**config.mk**
```make
export PLATFORM = sky130hd
export DESIGN_NAME = x_pipeline_reg
export DESIGN_NICKNAME = d
export VERILOG_FILES = /design/src/rtl/x_pipeline_reg.sv
export SDC_FILE = /design/constraint.sdc
export NUM_CORES = 1
export LEC_CHECK = 0
export ABC_AREA = 1
export BUFFER_PORTS_ARGS = -buffer_cell sky130_fd_sc_hd__buf_2
export CORE_ASPECT_RATIO = 1.5
export CORE_MARGIN = 2
export CORE_UTILIZATION = 39
export DETAILED_ROUTE_END_ITERATION = 6
export GPL_TIMING_DRIVEN = 0
export PLACE_DENSITY = 0.93
export SYNTH_ARGS = -nofsm -noshare
export SYNTH_HDL_FRONTEND = slang
export SYNTH_SLANG_ARGS = --single-unit
export TNS_END_PERCENT = 20
```
**constraint.sdc**
```tcl
create_clock -name clk -period 0.95 [get_ports clk]
set_clock_uncertainty 0.05 [all_clocks]
set_input_delay 0.0475 -clock clk [delete_from_list [all_inputs] [get_ports clk]]
set_output_delay 0.0475 -clock clk [all_outputs]
set_load 0.1 [all_outputs]
```
**src/rtl/x_pipeline_reg.sv**
```systemverilog
// X-stage pipeline data register: a DEPTH-deep chain of WIDTH-bit flops that
// cuts timing paths between datapath stages, with async active-low reset.
module x_pipeline_reg #(
  parameter int unsigned      WIDTH     = 32,
  parameter int unsigned      DEPTH     = 1,
  parameter logic [WIDTH-1:0] RESET_VAL = {WIDTH{1'b0}}
) (
  input  logic             clk,
  input  logic             rst,
  input  logic [WIDTH-1:0] in_data,
  output logic [WIDTH-1:0] out_data
);

  logic [WIDTH-1:0] stage_p [DEPTH];

  // Stage boundaries: stage_p[0] captures in_data, each later stage shifts.
  // Reset is applied to the data words themselves so a reset mid-stream
  // discards every in-flight word and RESET_VAL drains out on release.
  always_ff @(posedge clk or negedge rst) begin
    if (!rst) begin
      for (int i = 0; i < int'(DEPTH); i++) begin
        stage_p[i] <= RESET_VAL;
      end
    end else begin
      stage_p[0] <= in_data;
      for (int i = 1; i < int'(DEPTH); i++) begin
        stage_p[i] <= stage_p[i-1];
      end
    end
  end

  assign out_data = stage_p[DEPTH-1];

endmodule

```
==> qor.yml, run 1 <==
status: "stopped before the end"
failing_step: "global routing"
first-error: "[ERROR DPL-0033] detailed placement checks failed during check placement."
synth_top_area_share: 1.00
synthCells: 32
dpl_worst_slack_ps: 111
clockRootBuffer: "clkbuf_4"
ys_warn_count: 0
yosysSeqAreaShare: 1.00
synth_top_flop_cell: "dfrtp_1"
cts_made_buffers: 5
synth_nets: 66
cts_htree_levels: 2
ios: 66
die_h_um: 59.5
grt-worst-endpoint: "out_data[28]"
endpoint_type: "top-level output"
grt_antenna_before_repair: 1
async_flop_share: 1.00
synth.distinct_cells: 1
routabilityCongestion: 0.571
yosys-top-cells-count: "dfrtp_1"
synth_edf_count: 0
io_buffers: 65
ys_ff_latch: 32
clk_path_buf_depth: 2
syn-mean-instance-area_sq_um: 25.0
synth_top_area_cell: "dfrtp_1"
fp-row-count: 20
grt_max_degree: 33
fp.dieW_um: 41.0
placed_cell_area_sq_um: 1160
yosysMostFrequentCell: "dfrtp_1"
synth_area_sq_um: 801
cts_num_sinks: 32
synth_area_leaders: "dfrtp_1"
start_util: 0.405
-- per-stage QoR --
step / hold slack, ps / cells
floorplan: -298 / 32
global placement: 48.3 / 119
detailed placement: 65.6 / 119
CTS: 228 / 160
-- repair_timing --
item                                    in CTS
hold endpoints to repair                    64
buffers inserted                             0
cloned                                       0
endpoints found under the setup margin      32
hold buffers                                33
resized for setup                           89
-- logic make-up after synthesis --
kind of cell | count (synthesis) | synth area share
flops | 32 | 1.00
==> run 2: changes to the inputs <==
--- a/config.mk
+++ b/config.mk
@@ -7,12 +7,11 @@
 export LEC_CHECK = 0
 export ABC_AREA = 1
 export BUFFER_PORTS_ARGS = -buffer_cell sky130_fd_sc_hd__buf_2
-export CORE_ASPECT_RATIO = 1.5
-export CORE_MARGIN = 2
-export CORE_UTILIZATION = 39
+export CORE_AREA = 2 2 63 65
 export DETAILED_ROUTE_END_ITERATION = 6
+export DIE_AREA = 0 0 65 67
 export GPL_TIMING_DRIVEN = 0
-export PLACE_DENSITY = 0.93
+export PLACE_DENSITY_LB_ADDON = 0.15
 export SYNTH_ARGS = -nofsm -noshare
 export SYNTH_HDL_FRONTEND = slang
 export SYNTH_SLANG_ARGS = --single-unit
==> run 2 against run 1 <==
Compared with the run above: the flow now finishes, with violations (negative setup slack); synthesized area did not move; synthesized cell count did not move.
==> qor.yml, run 2 <==
post-route-util: 0.540
synth_top_area_share: 1.00  # unchanged
grt_max_degree: 33
worst_slew_pin_slew_ps: 419
drtPass1Iterations: 2
cts_made_buffers: 5  # unchanged
routedWlPerCell_um: 12.3
hold_viol_final: 0
grt_usage: 0.116
maxSlewHeadroom: 0.721
async_flop_share: 1.00  # unchanged
synth_mux_area_frac: 0  # unchanged
synth_edf_count: 0  # unchanged
synth_top_flop_cell: "dfrtp_1"
critical_path.max_stage_delay_ps: 380
synth_compound_area_frac: 0  # unchanged
wl_mm: 2.30
crit_fanout: 1
status: "finished with violations"
drtAntennaViolNets: 0
rsz0062_at_grt: "true"
yosys-top-cells-count: "dfrtp_1"
stdcell_count: 186
power_density_nw_per_um2: 1770
via_per_inst: 3.68
vdd_drop_max_v: 0.000760
ios: 66  # unchanged
clockRootBuffer: "clkbuf_8"
crit_path_cell_trace: "buf_8"
max_freq_mhz: 1030
crit_path_start_kind: "flip-flop"
maxCapViolations: 0
fin_crit_ps: 970
grt_antenna_before_repair: 0
die-area_sq_um: 4360
yosysSeqAreaShare: 1.00  # unchanged
synth_area_sq_um: 801  # unchanged
synth-xor-area-share: 0  # unchanged
drcViolationCount: 0
multi_input_cells: 0
grt_pass1_wl_mm: 3.48
grt-ovfl-total: 0
yosysMostFrequentCell: "dfrtp_1"
leakagePower_uw: 0.000923
largest_reg_flops: 32
startpoint: "out_data[23]$_DFF_PN0_"
antenna_cells: 0
routabilityCongestion: 0.617  # +8.2%
path_buf_inv: 1
finalCritPeriodShare: 1.02
synth_nets: 66  # unchanged
cts_tree: "done"
fin_tns_setup_ps: -41.0
cp.required_ps: 850
layout-drive-gt1-share: 0.558
syn-mean-instance-area_sq_um: 25.0  # unchanged
cts_num_sinks: 32  # unchanged
final_cell_mix: "dlygate4sd3_1, buf_2, dfrtp_1"
fin_ws_ps: -19.8
die_h_um: 67  # +13%
nFillCells: 300
setup_violations: 3
critPathKind: "flip-flop to primary output"
hpwl_mm: 1.33
ys_ff_latch: 32  # unchanged
placed_cell_area_sq_um: 1190  # +2.8%
multi_input_area_sq_um: 0
synthCells: 32  # unchanged
clk_path_buf_depth: 2  # unchanged
crit_cells: 1
final_common_cell: "dlygate4sd3_1"
io_buffers: 65  # unchanged
drt_iter0_markers: 10
fp.dieW_um: 65  # +59%
fp-row-count: 22  # +10%
ys_warn_count: 0  # unchanged
fin_area_sq_um: 1950
slew_violations: 0
start_util: 0.222  # -0.183
cp.arrival_ps: 870
violations: "negative setup slack"
vias: 685
place_inst: 145  # +22%
synth_area_leaders: "dfrtp_1"
clk_pin_slew_worst_paths_ps: 60
layout.nets: 171
cts_htree_levels: 2  # unchanged
synth_top_area_cell: "dfrtp_1"
synth_fa_ha_area_frac: 0  # unchanged
cp-endpoint: "out_data[23]"
syn_to_final_growth_pct: 143
end_kind: "primary output"
grt_pass1_vias: 740
core_area_sq_um: 3610
slowest_stage: "dfrtp_1"
synth.distinct_cells: 1  # unchanged
cts_setup_buffers: 0  # unchanged
synth_simple_gate_area_share: 0  # unchanged
hp-class: "input port to async pin"
crit_family: "flip-flops"
## run 2: cell counts after synthesis
Identical to the previous run, type by type.
## run 2: worst min-delay path by stage
stage                     from                      to  cells past startpoint
after floorplan            rst   out_data[0]$_DFF_PN0_                      0
after CTS                  rst  out_data[16]$_DFF_PN0_                      2
final                      rst  out_data[23]$_DFF_PN0_                      2
after detailed placement   rst  out_data[24]$_DFF_PN0_                      1
after global routing       rst  out_data[19]$_DFF_PN0_                      2
after global placement     rst   out_data[5]$_DFF_PN0_                      1
## run 2: timing repair
action                                  4_1_cts  5_1_grt
gates resized for setup                      70       28
hold buffers                                 33        0
endpoints found under the setup margin       32       64
hold endpoints to repair                     64        0
pin swaps                                     0        0
## run 2: through the flow
step           setup WS [ps]  total power [uW]  hold slack (ps)
2_1_floorplan          -30.8              2000             -298
3_3_place_gp             103              2160             69.7
3_5_place_dp            93.5              2170             75.1
4_1_cts                -26.9              3430              316
5_1_grt                -49.9              3610              264
6_report               -19.8              3450              233
## run 2: cell type report
| type | instances | area [sq um] | share of cell area |
|---|---|---|---|
| clock buffer | 8 | 90.1 | 0.0463 |
| timing repair buffer | 98 | 988 | 0.508 |
| tap | 48 | 60.1 | 0.0308 |
| sequential | 32 | 808 | 0.415 |
## run 2: power breakdown
group / internal, uW / leakage [uW] / total, uW / switching, uW
sequential: 1440 / 0.000367 / 1480 / 47.3
clock: 589 / 0.0000455 / 1020 / 435
combinational: 328 / 0.000510 / 945 / 617
## run 2: kinds of logic after synthesis
group and count (synthesis):
flops 32
## run 2: routing by layer
| metal | global-route usage | share of wire |
|---|---|---|
| met4 | 0.0638 | 0.024 |
| met1 | 0.106 | 0.31 |
| met3 | 0.0422 | 0.061 |
| met2 | 0.220 | 0.60 |
| met5 | 0 | 0 |
(Power assumes the default switching activity.)
==> run 3: changes to the inputs <==
==> constraint.sdc (replaced) <==
create_clock -name clk -period 1.2 [get_ports clk]
set_clock_uncertainty 0.05 [all_clocks]
set_input_delay 0.06 -clock clk [delete_from_list [all_inputs] [get_ports clk]]
set_output_delay 0.06 -clock clk [all_outputs]
set_load 0.1 [all_outputs]
==> run 3 against run 2 <==
Compared with the run above: the run now ends clean; worst setup slack better by 81 ps; wire length down 7.3%; count of clock-buffer cells in the layout stayed put; total power fell by 25%; hold slack better by 89 ps; die area did not move; clock power decreased by 21%; flip-flop and latch count unchanged; cell area is 17% lower; via count decreased by 3.9%; cell count unchanged; combinational power fell by 33%; largest cell class is now sequential cells.
==> qor.yml, run 3 (synthesized netlist as in run 2, its figures left out) <==
status: "completed"
wl_mm: 2.13  # -7.3%
io_buffers: 65  # unchanged
p_switching_uw: 840  # -24%
grt_pass1_wl_mm: 3.15  # -9.3%
antenna_cells: 0  # unchanged
drtAntennaViolNets: 0  # unchanged
hold_viol_final: 0  # unchanged
comb_power_share: 0.244  # -0.030
seq_area_sq_um: 801  # -0.93%
grt_antenna_before_repair: 0  # unchanged
use_met1: 0.0951  # -0.0109
place_inst: 145  # unchanged
cp.required_ps: 1090  # +240 ps
fp-row-count: 22  # unchanged
cp.arrival_ps: 1030  # +160 ps
cts_made_buffers: 5  # unchanged
rsz0062_at_grt: "false"
syn_to_final_growth_pct: 101
maxSlewHeadroom: 0.548  # -0.173
crit_fanout: 1  # unchanged
crit_path_start_kind: "flip-flop"
drt_iter0_markers: 10  # unchanged
fin_crit_ps: 1140
clockRootBuffer: "clkbuf_8"
finalCritPeriodShare: 0.949
vdd_drop_max_v: 0.000869  # +14%
seq_power_share: 0.443  # +0.013
switching_share: 0.325  # +0.00659
die_h_um: 67  # unchanged
largest_reg_flops: 32  # unchanged
grt_pass1_vias: 728  # -1.6%
vias: 658  # -3.9%
leakagePower_uw: 0.000812  # -12%
slew_violations: 0  # unchanged
cts_num_sinks: 32  # unchanged
drtPass1Iterations: 4  # +2
clkPwrFrac: 0.312  # +0.015
routabilityCongestion: 0.642  # +4.0%
fp.dieW_um: 65  # unchanged
p_int_uw: 1740  # -26%
grt_max_degree: 33  # unchanged
cts_tree: "done"
busiest_layer: "met2"
stdcell_count: 186  # unchanged
post-route-util: 0.446  # -0.0944
setup_violations: 0  # -3
grt-ovfl-total: 0  # unchanged
crit_path_cell_trace: "buf_2"
clk_path_buf_depth: 2  # unchanged
critical_path.max_stage_delay_ps: 420  # +40 ps
power_density_nw_per_um2: 1610  # -9.3%
end_kind: "primary output"
grt_usage: 0.105  # -0.0110
via_per_inst: 3.54  # -3.9%
max_freq_mhz: 878
drcViolationCount: 0  # unchanged
cts_setup_buffers: 0  # unchanged
critPathKind: "flip-flop to primary output"
slowest_stage: "buf_2"
core_area_sq_um: 3610  # unchanged
crit_family: "buffers and inverters"
start_util: 0.222  # unchanged
worst_slew_pin_slew_ps: 678  # +259 ps
maxCapViolations: 0  # unchanged
final_cell_mix: "buf_2, dlygate4sd3_1, dfrtp_1"
die-area_sq_um: 4360  # unchanged
multi_input_area_sq_um: 0  # unchanged
use_met2: 0.186  # -0.0348
final_common_cell: "buf_2"
clk_pin_slew_worst_paths_ps: 60  # about the same
fin_tns_setup_ps: 0  # +41.0 ps
layout-drive-gt1-share: 0.514  # -0.0435
ios: 66  # unchanged
cts_htree_levels: 2  # unchanged
path_buf_inv: 1  # unchanged
hp-class: "input port to async pin"
grt.met3_usage: 0.0473  # +0.00507
nFillCells: 356  # +19%
multi_input_cells: 0  # unchanged
hold_slack_ps: 322  # +89.1 ps
routedWlPerCell_um: 11.5  # -7.3%
layout.nets: 171  # unchanged
==> run 3: cell count changes in the layout (fill, tap and decap cells not counted) <==
cell,before,now
dfrtp_1,26,32
buf_8,23,0
buf_12,5,0
clkbuf_4,1,0
buf_6,4,0
dfrtp_2,6,0
buf_2,32,65
==> run 3: metrics by stage <==
stage / cell area [sq um] / setup slack, ps / power [uW]
after floorplan: 801 / 207 / 1580
after global placement: 1190 / 358 / 1710
after detailed placement: 1190 / 349 / 1720
after CTS: 1610 / 36.4 / 2640
after global routing: 1610 / 3.81 / 2730
final: 1610 / 61.6 / 2580
==> run 3: what timing repair did <==
action                                 in CTS  in global routing
hold buffers                               33                  0
endpoints found under the hold margin      64                  0
resized for setup                           0                  0
==> run 3: cell type report <==
cell class	instances	area share
Timing Repair Buffer	98	0.408
Tap cell	48	0.0374
Clock buffer	8	0.0561
Sequential cell	32	0.498
==> run 3: power groups by stage <==
stage,logic (uW),registers [uW],clock network (uW)
floorplan,0,1580,0
global placement,547,1160,0
detailed placement,551,1170,0
CTS,633,1150,856
global route,650,1150,930
finish,631,1150,807
==> run 3: final timing paths <==
path | start | end | slack, ps | cells past startpoint
max | out_data[30]$_DFF_PN0_ | out_data[30] | 60 | 1
min | rst | out_data[11]$_DFF_PN0_ | 320 | 2
max in group asynchronous | rst | out_data[0]$_DFF_PN0_ | 350 | 2
min in group clk | in_data[14] | out_data[14]$_DFF_PN0_ | 370 | 2
==> run 3: layer usage <==
layer  wire, um  vias to the layer above
met2       1080                       43
li1           -                      306
met1        801                      304
met4         62                        0
met3        187                        5
met5          0                        -
